**src/rtl/fifo_rd_pkg.sv**
```systemverilog
// Shared types for the asynchronous FIFO read-side drain engine.
package fifo_rd_pkg;

  typedef enum logic [1:0] {ST_EMPTY, ST_ONE, ST_TWO} rd_state_t;

endpackage

```
**src/rtl/fifo_rd_stream.sv**
```systemverilog
// Drains the async FIFO read port into a valid/ready stream through a
// 2-entry skid buffer, with packet framing and a delivered-word counter.
module fifo_rd_stream
  import fifo_rd_pkg::*;
#(
  parameter int DATA_SIZE = 8,
  parameter int PKT_LEN   = 4,
  parameter int CNT_SIZE  = 16
) (
  input  logic                 r_clk,
  input  logic                 r_rst,
  input  logic                 r_empty,
  input  logic [DATA_SIZE-1:0] r_data,
  output logic                 r_en,
  input  logic                 flush,
  output logic                 out_valid,
  input  logic                 out_ready,
  output logic [DATA_SIZE-1:0] out_data,
  output logic                 out_last,
  output logic [CNT_SIZE-1:0]  words_out
);

  localparam int BEAT_W = (PKT_LEN > 1) ? $clog2(PKT_LEN) : 1;
  localparam logic [BEAT_W-1:0] BEAT_MAX = BEAT_W'(PKT_LEN - 1);

  rd_state_t            state, state_nxt;
  logic [DATA_SIZE-1:0] slot0, slot1;
  logic [BEAT_W-1:0]    beat_cnt;
  logic [CNT_SIZE-1:0]  word_cnt;
  logic                 push, pop;
  logic                 load0, load1, shift;

  // Pop strobe looks only at registered occupancy, never at out_ready.
  assign r_en = !r_empty && (state != ST_TWO) && !flush && !r_rst;
  assign push = r_en;
  assign pop  = out_valid && out_ready;

  always_comb begin
    state_nxt = state;
    load0     = 1'b0;
    load1     = 1'b0;
    shift     = 1'b0;
    case (state)
      ST_EMPTY: begin
        if (push) begin
          state_nxt = ST_ONE;
          load0     = 1'b1;
        end
      end
      ST_ONE: begin
        if (push && pop) begin
          load0 = 1'b1;
        end else if (push) begin
          state_nxt = ST_TWO;
          load1     = 1'b1;
        end else if (pop) begin
          state_nxt = ST_EMPTY;
        end
      end
      ST_TWO: begin
        if (pop) begin
          state_nxt = ST_ONE;
          shift     = 1'b1;
        end
      end
      default: state_nxt = ST_EMPTY;
    endcase
    if (flush) begin
      state_nxt = ST_EMPTY;
    end
  end

  always_ff @(posedge r_clk) begin
    if (r_rst) begin
      state <= ST_EMPTY;
    end else begin
      state <= state_nxt;
    end
  end

  always_ff @(posedge r_clk) begin
    if (r_rst) begin
      slot0 <= '0;
      slot1 <= '0;
    end else begin
      if (load0) begin
        slot0 <= r_data;
      end else if (shift) begin
        slot0 <= slot1;
      end
      if (load1) begin
        slot1 <= r_data;
      end
    end
  end

  // A handshake coinciding with flush still counts as delivered.
  always_ff @(posedge r_clk) begin
    if (r_rst) begin
      beat_cnt <= '0;
      word_cnt <= '0;
    end else begin
      if (pop) begin
        word_cnt <= word_cnt + 1'b1;
      end
      if (flush) begin
        beat_cnt <= '0;
      end else if (pop) begin
        beat_cnt <= (beat_cnt == BEAT_MAX) ? '0 : beat_cnt + 1'b1;
      end
    end
  end

  assign out_valid = (state != ST_EMPTY);
  assign out_data  = slot0;
  assign out_last  = out_valid && (beat_cnt == BEAT_MAX);
  assign words_out = word_cnt;

endmodule
```
**config.mk**
```make
export PLATFORM = sky130hd
export DESIGN_NAME = fifo_rd_stream
export DESIGN_NICKNAME = d
export VERILOG_FILES = /design/src/rtl/fifo_rd_pkg.sv /design/src/rtl/fifo_rd_stream.sv
export SDC_FILE = /design/constraint.sdc
export NUM_CORES = 1
export LEC_CHECK = 0
export ABC_AREA = 0
export ABC_CLOCK_PERIOD_IN_PS = 2000
export BUFFER_PORTS_ARGS = -buffer_cell sky130_fd_sc_hd__buf_4
export CORE_ASPECT_RATIO = 0.8
export CORE_MARGIN = 2
export CORE_UTILIZATION = 40
export DETAILED_ROUTE_END_ITERATION = 12
export GPL_ROUTABILITY_DRIVEN = 0
export SLEW_MARGIN = 5
export SYNTH_ARGS = -nofsm -noshare
export SYNTH_HDL_FRONTEND = slang
export SYNTH_SLANG_ARGS = --single-unit
```
**constraint.sdc**
```tcl
create_clock -name r_clk -period 2 [get_ports r_clk]
set_clock_uncertainty 0.1 [all_clocks]
set_input_delay 0.1 -clock r_clk [delete_from_list [all_inputs] [get_ports r_clk]]
set_output_delay 0.1 -clock r_clk [all_outputs]
set_load 0.03 [all_outputs]
```
Word-level counts from Yosys, hierarchy flattened --
Cells that the tools add are included.
Storage, ports and cells: register bits 36, bits of input ports 13, output and inout port bits 27, logic and storage cells 45
Cells by class: $add $sub $neg 2, equality and inequality tests 8, mux-type cells 16, reduce and logical (&&, ||, !) cells 14
Operators with widths (number):
- 16-bit by 1-bit adder with 16-bit output, second input constant | 1
- 8-bit 2-to-1 mux | 2
- 2-bit 2-to-1 mux | 6
- 2-bit != test, second input constant | 4
- 1-bit logical AND | 6
- 1-bit 2-to-1 mux | 6
- 2-bit one-hot mux with 3 select lines | 1
- 2-bit == test, second input constant | 2
- 4-bit AND reduction | 1
- 2-bit nonzero test | 2
- 1-bit zero test | 3
- 3-bit != test, second input constant | 1
- 2-bit by 1-bit adder with 2-bit output, second input constant | 1
- 2-bit by 1-bit == test with 1-bit output, second input constant | 1
- 2-bit zero test | 1
- 1-bit one-hot mux with 2 select lines | 1
- 2-bit OR reduction | 1

Depth between registers and ports, before layout --
word-level depth 8, depth in mapped cells 6, gate-level depth less buffers 5

Least setup slack after synthesis --
Ideal clock, no wire load.
kind register to register, start reg word_cnt[3], in the netlist words_out[3], end reg word_cnt[13], in the netlist words_out[13], setup time 0.070 ns, arrival 1.773 ns, data required time 1.830 ns, slack 0.057 ns, cell stages (with the launch flop) 5, buffers on the path 0, clock period less this slack 1.943 ns, cells stage by stage dfxtp_1 -> nand4_4 -> or3_1 -> or4b_1 -> a21oi_1
Between the ends: longest elaborated chain between the ends 1
Ends and longest elaborated chain:
- start, declared | RTL line fifo_rd_stream.sv:29 | logic [CNT_SIZE-1:0] word_cnt;
- start signal, assigned | RTL line fifo_rd_stream.sv:104 | word_cnt <= word_cnt + 1'b1;
- 16-bit by 1-bit adder with 16-bit output | RTL line fifo_rd_stream.sv:104
No other way between the ends. A chain may end at the register's enable or synchronous reset.

Final worst setup path --
start reg word_cnt[4], in the netlist words_out[4], end reg word_cnt[13], in the netlist words_out[13]
The elaborated chain is that of the path after synthesis.

==> qor.tcl <==
set qor(setup_tns_ns) 0
set qor(critical-path-slowest-cell) {or4b_1}
set qor(dp_hpwl_mm) 2.59
set qor(cell_count_after_synthesis) 180
set qor(maximum_fanout_along_the_worst_path) 9
set qor(gr-usage-met2_pct) 29.6
set qor(cts-buffers-inserted) 5
set qor(drc_violation_count_after_routing) 0
set qor(detailedRoute.firstPassIterationCount) 4
set qor(critical_path.endpoint_type) {flip-flop}
set qor(worstSetupEndpoint) {words_out[13]}
set qor(cp_num_cells) 4
set qor(antenna-diode-count) 0
set qor(routed_wirelength_mm) 3.73
set qor(globalRoute.totalOverflow) 0
set qor(clock_tree.htree_level_count) 2
set qor(routed_wire_length_per_instance_um) 12.9
set qor(fin_crit_sh_pct) 93.3
set qor(regToRegStartpoint) {words_out[4]}
set qor(drv_cap) 0
set qor(place.detailed.instances) 271
set qor(ys.warnings.count) 0
set qor(power_leakage_uw) 0.000898
set qor(worst_r2r_endpoint) {words_out[13]}
set qor(holdCritPathClass) {in2reg}
set qor(postCtsSetupBuffers) 0
set qor(groute.layer.met1.usage_pct) 22.1
set qor(status) {finished clean}
set qor(critical_path_class) {reg2reg}
set qor(first_global_vias) 1415
set qor(hold_viol_final) 0
set qor(fp.dieH_um) 60.1
set qor(worstSetupStartpoint) {words_out[4]}
set qor(hold_crit_depth) 2
set qor(synthesis.area_per_instance_um2) 8.74
set qor(timing.critical_path.buf_inv) 0
set qor(floorplan.io_pins) 40
set qor(number_of_distinct_standard_cells_referenced_by_the_synthesized_netlist) 30
set qor(clockBufferDepth) 2
set qor(drt_iter0_drc) 94
set qor(worst-r2r-cell-count) 4
set qor(flow.area_growth_from_synthesis_pct) 36.0
set qor(cellPowerDensity_nw_per_um2) 700
set qor(clock.fmax_ghz) 0.536
set qor(largest_net_degree_at_the_start_of_global_routing) 39
set qor(core_region_area_um2) 3780
set qor(ys_seq_area_share_pct) 45.8
set qor(num_rows) 20
set qor(cts.reportedPaths.clkPinSlew_ns) 0.07
set qor(floorplan.initialDensity_pct) 41.7
set qor(stdcell_count) 288
set qor(clock_sink_count) 36
set qor(post-route-min-period_ns) 1.87
set qor(final-seq-area_um2) 721
set qor(synthesized_nets) 195
set qor(cp_slowest_stage_delay_ns) 0.48
set qor(required_time_of_the_worst_setup_path_ns) 2.12
set qor(cts_tree) {done}
set qor(synth-seq-cells) 36
set qor(critical-path-top-delay-family) {simple AND/OR/NAND/NOR gates}
set qor(vias_per_cell) 4.99
set qor(antenna_found_initial) 0
set qor(grt_first_pass_wirelength_mm) 6.12
set qor(slew_violations) 0
set qor(floorplan.die_area_um2) 4460
set qor(final_layout_size_suffix_gt1_share_pct) 23.6
set qor(ff2ff_setup_slack_ns) 0.13
set qor(multiInputGateArea_um2) 812
set qor(setup_repair_after_global_routing_missed_its_margin) {false}
set qor(peakVddDrop_mv) 0.384
set qor(arrival_ns) 1.98
set qor(final_core_util_pct) 56.7
set qor(fillCellCount) 332
set qor(transition_time_at_the_pin_with_the_least_slew_margin_ns) 0.598
set qor(route.antenna.remaining_nets) 0
set qor(dieWidth_um) 74.1
set qor(clkLatencyLatePin_ns) 0.29
set qor(relative_max_transition_margin_pct) 60.1
set qor(root_buffer) {clkbuf_8}
set qor(synth_top_flop_cell) {dfxtp_1}
set qor(synth_edf_count) 0
set qor(worstSetupStartpointType) {flip-flop}
set qor(total_setup_violations_reported_at_the_end_of_the_flow) 0
set qor(num-nets-final) 247
set qor(groute.layer.met3.usage_pct) 5.06
set qor(numPortBuffers) 39
set qor(route.vias.total) 1438
set qor(critical_path.cell_chain) {nand4_4 > or3_1 > or4b_1 > a21oi_1}
set qor(grt.busiest_layer) {met2}
set qor(post_syn_area_um2) 1570
set qor(globalRouteTotalUtil_pct) 18.3
set qor(async_sr_flop_fraction_pct) 0
Yosys cell counts, types with 5 or more instances:
master	count	area (um^2)
clkbuf_1	8	30.0
nor4_1	5	31.3
a21oi_1	6	30.0
nor3_1	8	40.0
xnor2_1	9	78.8
nor2_1	32	120
dfxtp_1	36	721
nand3_1	15	75.1
nand2_1	14	52.6
a311oi_1	8	70.1
mux2i_1	11	110
area by class of cell:
class | instances | area share, %
Clock buffer | 6 | 3.39
Clock inverter | 2 | 1.64
Inverter | 3 | 0.526
Multi-Input combinational cell | 133 | 37.9
Sequential cell | 36 | 33.7
Tap cell | 55 | 3.21
Timing Repair Buffer | 53 | 19.6
placed cells by master, fill, tap and decap left out, types with 2 or more instances in the layout:
cell	n
mux2i_1	11
and2_1	2
clkbuf_8	5
xor2_1	2
xnor2_1	9
nand3_1	15
nand3b_1	2
inv_1	3
nor2_1	32
a311oi_1	8
nand2_1	14
ha_1	2
a21oi_1	6
buf_4	44
or3_1	2
nor4_1	5
dlygate4sd3_1	9
nor2b_1	3
nor3_1	8
dfxtp_1	36
registers in the layout (all words and copies together) (netlist names):
register	cells
beat_cnt	2
out_data	8
slot1	8
state	2
words_out	16
report_power, final:
part	switching, uW	internal [uW]
clock network	258	370
logic	74.2	59.4
registers	9.12	729
worst min path at each step:
stage / from / to / slack (ns)
after global routing: out_ready / state[1] / 0.05
after CTS: out_ready / state[1] / 0.03
after floorplan: flush / state[1] / 0.08
final: out_ready / state[1] / 0.03
after detailed placement: flush / beat_cnt[0] / 0.22
after global placement: flush / beat_cnt[0] / 0.21
per-layer routing:
layer  wire (um)  part of all wire [%]
met2        1820                    49
met4          48                   1.3
met3         161                   4.3
met5           0                     0
met1        1690                    45
cells by family (layout without fill, tap and decap cells):
logic type	after synthesis	count (layout)	share of synthesized area, %
adder cells (fa/ha/maj)	2	2	1.59
multiplexers	12	12	7.71
AO/OA/AOI/OAI	19	19	8.51
AND/OR/NAND/NOR	89	89	27.7
flip-flops	36	36	45.8
XOR/XNOR	11	11	6.12
buffers and inverters	11	64	2.62
timing repair:
action	4_1_cts	5_1_grt
hold endpoints to repair	11	0
setup endpoints to repair	0	0
gates resized for setup	0	0
hold buffers	9	0
through the flow:
| stage | setup WS [ns] | cell area [um^2] | power [uW] | hold slack (ns) |
|---|---|---|---|---|
| after floorplan | 0.0569 | 1570 | 821 | 0.0785 |
| after CTS | 0.129 | 2140 | 1510 | 0.0262 |
| after global placement | 0.243 | 1940 | 870 | 0.212 |
| final | 0.135 | 2140 | 1500 | 0.0331 |
| after detailed placement | 0.164 | 1940 | 874 | 0.218 |
| after global routing | 0.0644 | 2140 | 1560 | 0.0471 |
Note: power is estimated with default switching activity, not from simulation.
